--- src/rtl/wb_queue_pkg.sv ---
// Shared types and helpers for the write-back queue (package wbq_pkg).
package wbq_pkg;

    localparam int REG_W      = 5;
    localparam int DATA_W_DEF = 32;

    // Entry layout at the default result width; wider builds declare the same layout locally.
    typedef struct packed {
        logic [REG_W-1:0]      rd;
        logic [DATA_W_DEF-1:0] data;
    } wbq_entry_t;

    // Slots available this cycle: free entries plus the one released by the unconditional drain.
    function automatic int unsigned wbq_space(input int unsigned depth, input int unsigned cnt);
        return depth - cnt + ((cnt != 0) ? 32'd1 : 32'd0);
    endfunction

endpackage

--- src/rtl/wb_queue_fifo.sv ---
// Circular entry store for wb_queue: up to two in-order pushes and one pop per cycle.
// With WBQ_BYPASS_EN defined the full array and head pointer are exported for lookup.
module wbq_fifo
    import wbq_pkg::*;
#(
    parameter int  DEPTH   = 4,
    parameter type entry_t = wbq_entry_t,
    localparam int PTR_W   = $clog2(DEPTH),
    localparam int CNT_W   = $clog2(DEPTH) + 1
) (
    input  logic             clk,
    input  logic             rst,
    input  logic             push0,
    input  entry_t           din0,
    input  logic             push1,
    input  entry_t           din1,
    input  logic             pop,
    output entry_t           head_entry,
`ifdef WBQ_BYPASS_EN
    output entry_t           entries_o [DEPTH],
    output logic [PTR_W-1:0] head_ptr,
`endif
    output logic [CNT_W-1:0] count
);

    entry_t           entries_q [DEPTH];
    entry_t           entries_d [DEPTH];
    logic [PTR_W-1:0] head_q, head_d;
    logic [PTR_W-1:0] tail_q, tail_d;
    logic [PTR_W-1:0] tail_nxt;
    logic [CNT_W-1:0] count_q, count_d;

    // push1 is only ever raised together with push0, so it lands one slot behind it.
    always_comb begin
        entries_d = entries_q;
        tail_nxt  = tail_q + PTR_W'(1);
        if (push0) entries_d[tail_q]   = din0;
        if (push1) entries_d[tail_nxt] = din1;
        tail_d  = tail_q + PTR_W'(push0) + PTR_W'(push1);
        head_d  = head_q + PTR_W'(pop);
        count_d = count_q + CNT_W'(push0) + CNT_W'(push1) - CNT_W'(pop);
    end

    always_ff @(posedge clk or posedge rst) begin
        if (rst) begin
            head_q  <= '0;
            tail_q  <= '0;
            count_q <= '0;
        end else begin
            head_q  <= head_d;
            tail_q  <= tail_d;
            count_q <= count_d;
        end
    end

    always_ff @(posedge clk) begin
        entries_q <= entries_d;
    end

    assign head_entry = entries_q[head_q];
    assign count      = count_q;
`ifdef WBQ_BYPASS_EN
    assign entries_o  = entries_q;
    assign head_ptr   = head_q;
`endif

endmodule

--- src/rtl/wb_queue.sv ---
// Write-back queue merging ALU and MDU results in order onto the register file write port.
// Define WBQ_BYPASS_EN to build the pending-entry lookup; otherwise lookuphit/lookupdata read 0.
module wb_queue
    import wbq_pkg::*;
#(
    parameter  int DEPTH  = 4,
    parameter  int DATA_W = 32,
    localparam int CNT_W  = $clog2(DEPTH) + 1
) (
    input  logic              clk,
    input  logic              rst,
    input  logic              aluvalid,
    output logic              aluready,
    input  logic [REG_W-1:0]  alureg,
    input  logic [DATA_W-1:0] aludata,
    input  logic              mduvalid,
    output logic              mduready,
    input  logic [REG_W-1:0]  mdureg,
    input  logic [DATA_W-1:0] mdudata,
    output logic              rw,
    output logic [REG_W-1:0]  writereg,
    output logic [DATA_W-1:0] datawritten,
    input  logic [REG_W-1:0]  lookupreg,
    output logic              lookuphit,
    output logic [DATA_W-1:0] lookupdata,
    output logic [CNT_W-1:0]  count
);

    localparam int PTR_W = $clog2(DEPTH);

    typedef struct packed {
        logic [REG_W-1:0]  rd;
        logic [DATA_W-1:0] data;
    } entry_t;

    int unsigned space;
    logic        alu_keep, mdu_keep;
    logic        push0, push1, pop;
    entry_t      din0, din1, head_entry;

`ifdef WBQ_BYPASS_EN
    entry_t           fifo_entries [DEPTH];
    logic [PTR_W-1:0] head_ptr;
`endif

    // Readiness depends only on registered occupancy (and aluvalid for the shared last slot).
    assign space    = wbq_space(DEPTH, 32'(count));
    assign aluready = (space >= 1);
    assign mduready = (space >= 2) | ((space == 1) & ~aluvalid);

    // Writes to r0 complete the handshake but are dropped before reaching storage.
    assign alu_keep = aluvalid & aluready & (alureg != '0);
    assign mdu_keep = mduvalid & mduready & (mdureg != '0);

    always_comb begin
        push0 = alu_keep | mdu_keep;
        push1 = alu_keep & mdu_keep;
        din0  = alu_keep ? entry_t'{rd: alureg, data: aludata} : entry_t'{rd: mdureg, data: mdudata};
        din1  = entry_t'{rd: mdureg, data: mdudata};
    end

    assign pop = (count != '0);

    wbq_fifo #(
        .DEPTH   (DEPTH),
        .entry_t (entry_t)
    ) u_fifo (
        .clk        (clk),
        .rst        (rst),
        .push0      (push0),
        .din0       (din0),
        .push1      (push1),
        .din1       (din1),
        .pop        (pop),
        .head_entry (head_entry),
`ifdef WBQ_BYPASS_EN
        .entries_o  (fifo_entries),
        .head_ptr   (head_ptr),
`endif
        .count      (count)
    );

    // Head is presented whenever occupied; outputs move only on posedge or async reset.
    assign rw          = pop;
    assign writereg    = pop ? head_entry.rd   : '0;
    assign datawritten = pop ? head_entry.data : '0;

`ifdef WBQ_BYPASS_EN
    // Walk oldest to youngest so the last match taken is the youngest pending write.
    always_comb begin
        lookuphit  = 1'b0;
        lookupdata = '0;
        for (int k = 0; k < DEPTH; k++) begin
            if ((CNT_W'(k) < count) && (lookupreg != '0) &&
                (fifo_entries[head_ptr + PTR_W'(k)].rd == lookupreg)) begin
                lookuphit  = 1'b1;
                lookupdata = fifo_entries[head_ptr + PTR_W'(k)].data;
            end
        end
    end
`else
    logic unused_lookupreg;
    assign unused_lookupreg = ^lookupreg;
    assign lookuphit        = 1'b0;
    assign lookupdata       = '0;
`endif

endmodule

--- config.mk ---
export PLATFORM = sky130hd
export DESIGN_NAME = wb_queue
export DESIGN_NICKNAME = d
export VERILOG_FILES = /design/src/rtl/wb_queue_pkg.sv /design/src/rtl/wb_queue_fifo.sv /design/src/rtl/wb_queue.sv
export SDC_FILE = /design/constraint.sdc
export NUM_CORES = 1
export LEC_CHECK = 0
export CORE_MARGIN = 4
export CORE_UTILIZATION = 45
export DETAILED_ROUTE_END_ITERATION = 12
export PLACE_DENSITY = 0.74
export SETUP_SLACK_MARGIN = 0.2
export SYNTH_ARGS = -nofsm -noshare
export SYNTH_HDL_FRONTEND = slang
export SYNTH_SLANG_ARGS = --single-unit
--- constraint.sdc ---
create_clock -name clk -period 9.1 [get_ports clk]
set_clock_uncertainty 0.2 [all_clocks]
set_input_delay 1.82 -clock clk [delete_from_list [all_inputs] [get_ports clk]]
set_output_delay 1.82 -clock clk [all_outputs]
set_load 0.1 [all_outputs]
==> metrics.md <==
| Metric | Value |
|---|---|
| #FFs+latches synth | `155` |
| Clk_lat worst skew | `0.43 ns` |
| Worst-path cell chain | `inv_1 -> ha_1 -> ha_1 -> inv_1 -> buf_4 -> ha_1 -> and3b_1 -> nand4_1 -> a21boi_4 -> inv_2 -> clkdlybuf4s50_1` |
| Initial DRT Pass Iterations | `7` |
| DPL Wire Length | `14680 um` |
| Fmax achieved | `0.1463 GHz` |
| RSZ-0062 raised after global routing | `no` |
| Vias in the first global route | `7449` |
| Final Hold Vio Count | `0` |
| Initial Util | `0.4653` |
| Metal3 WL | `2272 um` |
| Reg clk slew, reported paths | `0.06 ns` |
| Dpl ws | `2.384 ns` |
| Hold-fix buffers, CTS | `0` |
| I/O pin cnt | `159` |
| Die W | `145.2 um` |
| Worst-Margin Slew | `1.261 ns` |
| Share of cells above drive strength 1 | `0.2566` |
| Vias | `7229` |
| First-pass GRT wire length | `41540 um` |
| Synth area leader | `dfxtp_1` |
| # setup viols final | `0` |
| Final core area utilization | `0.5615` |
| Largest net degree at the start of global routing | `48` |
| Share of the synthesized area in the top cell type | `0.3497` |
| Root Buffer | `clkbuf_16` |
| Top Layer Used | `met4` |
| CTS sink cnt | `155` |
| Mapped Cells | `797` |
| Status | `finished clean` |
| CP Capture Type | `primary output` |
| Most common cell in the netlist | `dfxtp_1` |
| Worst EP required | `7.08 ns` |
| Slew HR | `0.1570` |
| Nets | `958` |
| Die Footprint | `21090 um2` |
| Starting DRT DRC Count | `736` |
| Hold path startpoint | `u_fifo.entries_q[48]` |
| Mean Syn Cell Area | `10.63 um2` |
| P&R area growth vs syn | `20.68%` |
| H-tree Lvls | `4` |
| Netlist cell types | `55` |
| Remaining Overflow, GRT | `0` |
| Reg area | `3142 um2` |
| Slowest CP cell | `clkdlybuf4s50_1` |
| Hold Path Class | `flip-flop to flip-flop` |
| Initial antenna violation count | `0` |
| Gr usage total | `0.2435` |
| Max_cap viols | `0` |
| I/O Buffers | `120` |
| Post-cts resize count | `0` |
| Critical Path Most Common Cell | `ha_1` |
| CP startpoint kind | `flip-flop` |
| Clock buffer count from CTS | `17` |
| # DRC | `0` |
| YS warnings | `0` |
| Post-synth EDFFs | `0` |
| WL per Instance | `23.70 um` |
| Routability Congestion | `0.7591` |
| FP Rows | `49` |
| CTS tree | `yes` |
| Worst-path fanout max | `41` |
| Vias/cell | `6.536` |
| Worst setup margin | `2.264 ns` |
| Worst r2r src | `u_fifo.count[0]` |
| Crit path time final | `6.836 ns` |
| Fin Setup TNS | `0 ns` |
| Final period util | `0.7513` |
| Synth top area cells | `dfxtp_1 (35%), o221a_2 (12%), mux4_2 (9.8%), o221a_1 (7.3%), nand4b_1 (3.8%)` |
| Sequential area share after synthesis | `0.3704` |
| Clock Path Buffers | `2` |
| Die height | `145.2 um` |
| CP max stage delay | `1.05 ns` |
| Most frequently used flop master after synthesis | `dfxtp_1` |
| Fillers | `1507` |
| Crit path kind | `flip-flop to primary output` |
| CP Data Arrival Time | `4.82 ns` |
| Routed wl met2 | `12310 um` |
| Routed wire length | `26210 um` |
| Setup repair bufs after CTS | `0` |
| Mapped cell area | `8472 um2` |
| Post-synth top cells | `dfxtp_1 (148), o221a_2 (88), o221a_1 (55), clkbuf_1 (49), o21ai_0 (43)` |
| Core area | `18210 um2` |
| Max-slew violation count | `0` |
| Worst setup path start | `u_fifo.count[0]` |
| Detail Route Antenna Nets | `0` |
| Metal-1 WL | `11190 um` |
| Ant diodes | `0` |
| Multi-input logic area | `4850 um2` |
| Asr flop ratio synth | `0.04516` |
-- worst max-delay path: cells and delay by family, from the launching register on --
family,cells,cell delay (ns)
compound gates,1,0.98
buf+inv,5,1.83
simple gates,2,0.48
fa+ha+maj,3,0.64
flops,1,0.44
-- cells by family after synthesis --
kind of cell | after synthesis | share of synthesized area
other cells | 1 | 0.0004426
buf+inv | 130 | 0.07946
simple gates | 245 | 0.1824
flops | 155 | 0.3704
fa+ha+maj | 11 | 0.01890
mux | 37 | 0.09836
xor+xnor | 5 | 0.005169
compound gates | 213 | 0.2449
-- metrics by stage --
step / hold WS [ns] / instance area [um2] / cells
finish: 0.3185 / 10220 / 1106
global placement: 0.2989 / 9622 / 1074
floorplan: 0.2734 / 8592 / 829
global route: 0.3327 / 10220 / 1106
CTS: 0.3195 / 10220 / 1106
detailed placement: 0.2994 / 9622 / 1074
-- final timing paths --
kind / slack, ns / cells past startpoint / endpoint
worst max-delay path: 2.26 / 11 / aluready
worst min-delay path: 0.32 / 1 / u_fifo.entries_q[48]
worst max register to register: 3.69 / 13 / u_fifo.entries_q[147]
worst min register to register: 0.32 / 1 / u_fifo.entries_q[48]
max in group asynchronous: 6.99 / 2 / u_fifo.head_q[0]
min in group asynchronous: 1.44 / 2 / u_fifo.count[0]
-- metal layers --
layer,global-route usage,vias to the layer above
li1,-,3235
met5,0,-
met2,0.3910,407
met3,0.05145,46
met1,0.3272,3541
met4,0.08642,0
-- cell usage in the layout, fill, tap and decap left out, types with 3 or more instances in the layout --
cell type and instances:
ha_1 8, nor2_4 3, nor4_1 37, o221a_2 88
clkdlybuf4s50_1 120, clkbuf_1 3, clkbuf_16 17, fa_1 3
a31oi_1 5, dfxtp_1 148, clkbuf_8 6, and2_1 38
dfrtp_2 3, or3_1 32, nor2_1 39, nand4b_1 37
nand2b_1 4, o221a_1 55, inv_1 12, conb_1 33
xor2_1 4, buf_4 12, or2_2 38, dfrtp_1 4
mux4_2 37, a2bb2oi_1 5, clkinv_2 3, o21ai_0 43
-- registers in the layout, summed over array words and instances (netlist names) --
name / count
u_fifo.count: 3
u_fifo.entries_q: 148
u_fifo.head_q: 2
u_fifo.tail_q: 2
-- final cells by class --
class | instances | area share
Timing Repair Buffer | 132 | 0.1263
Tap cell | 229 | 0.02803
Inverter | 14 | 0.005140
Clock buffer | 26 | 0.05079
Clock inverter | 6 | 0.008077
Sequential cell | 155 | 0.3073
Multi-Input combinational cell | 544 | 0.4744
Power is left out: the tool's default activity adds up to more than one toggle a clock period on the data nets, which glitch-free logic cannot reach.
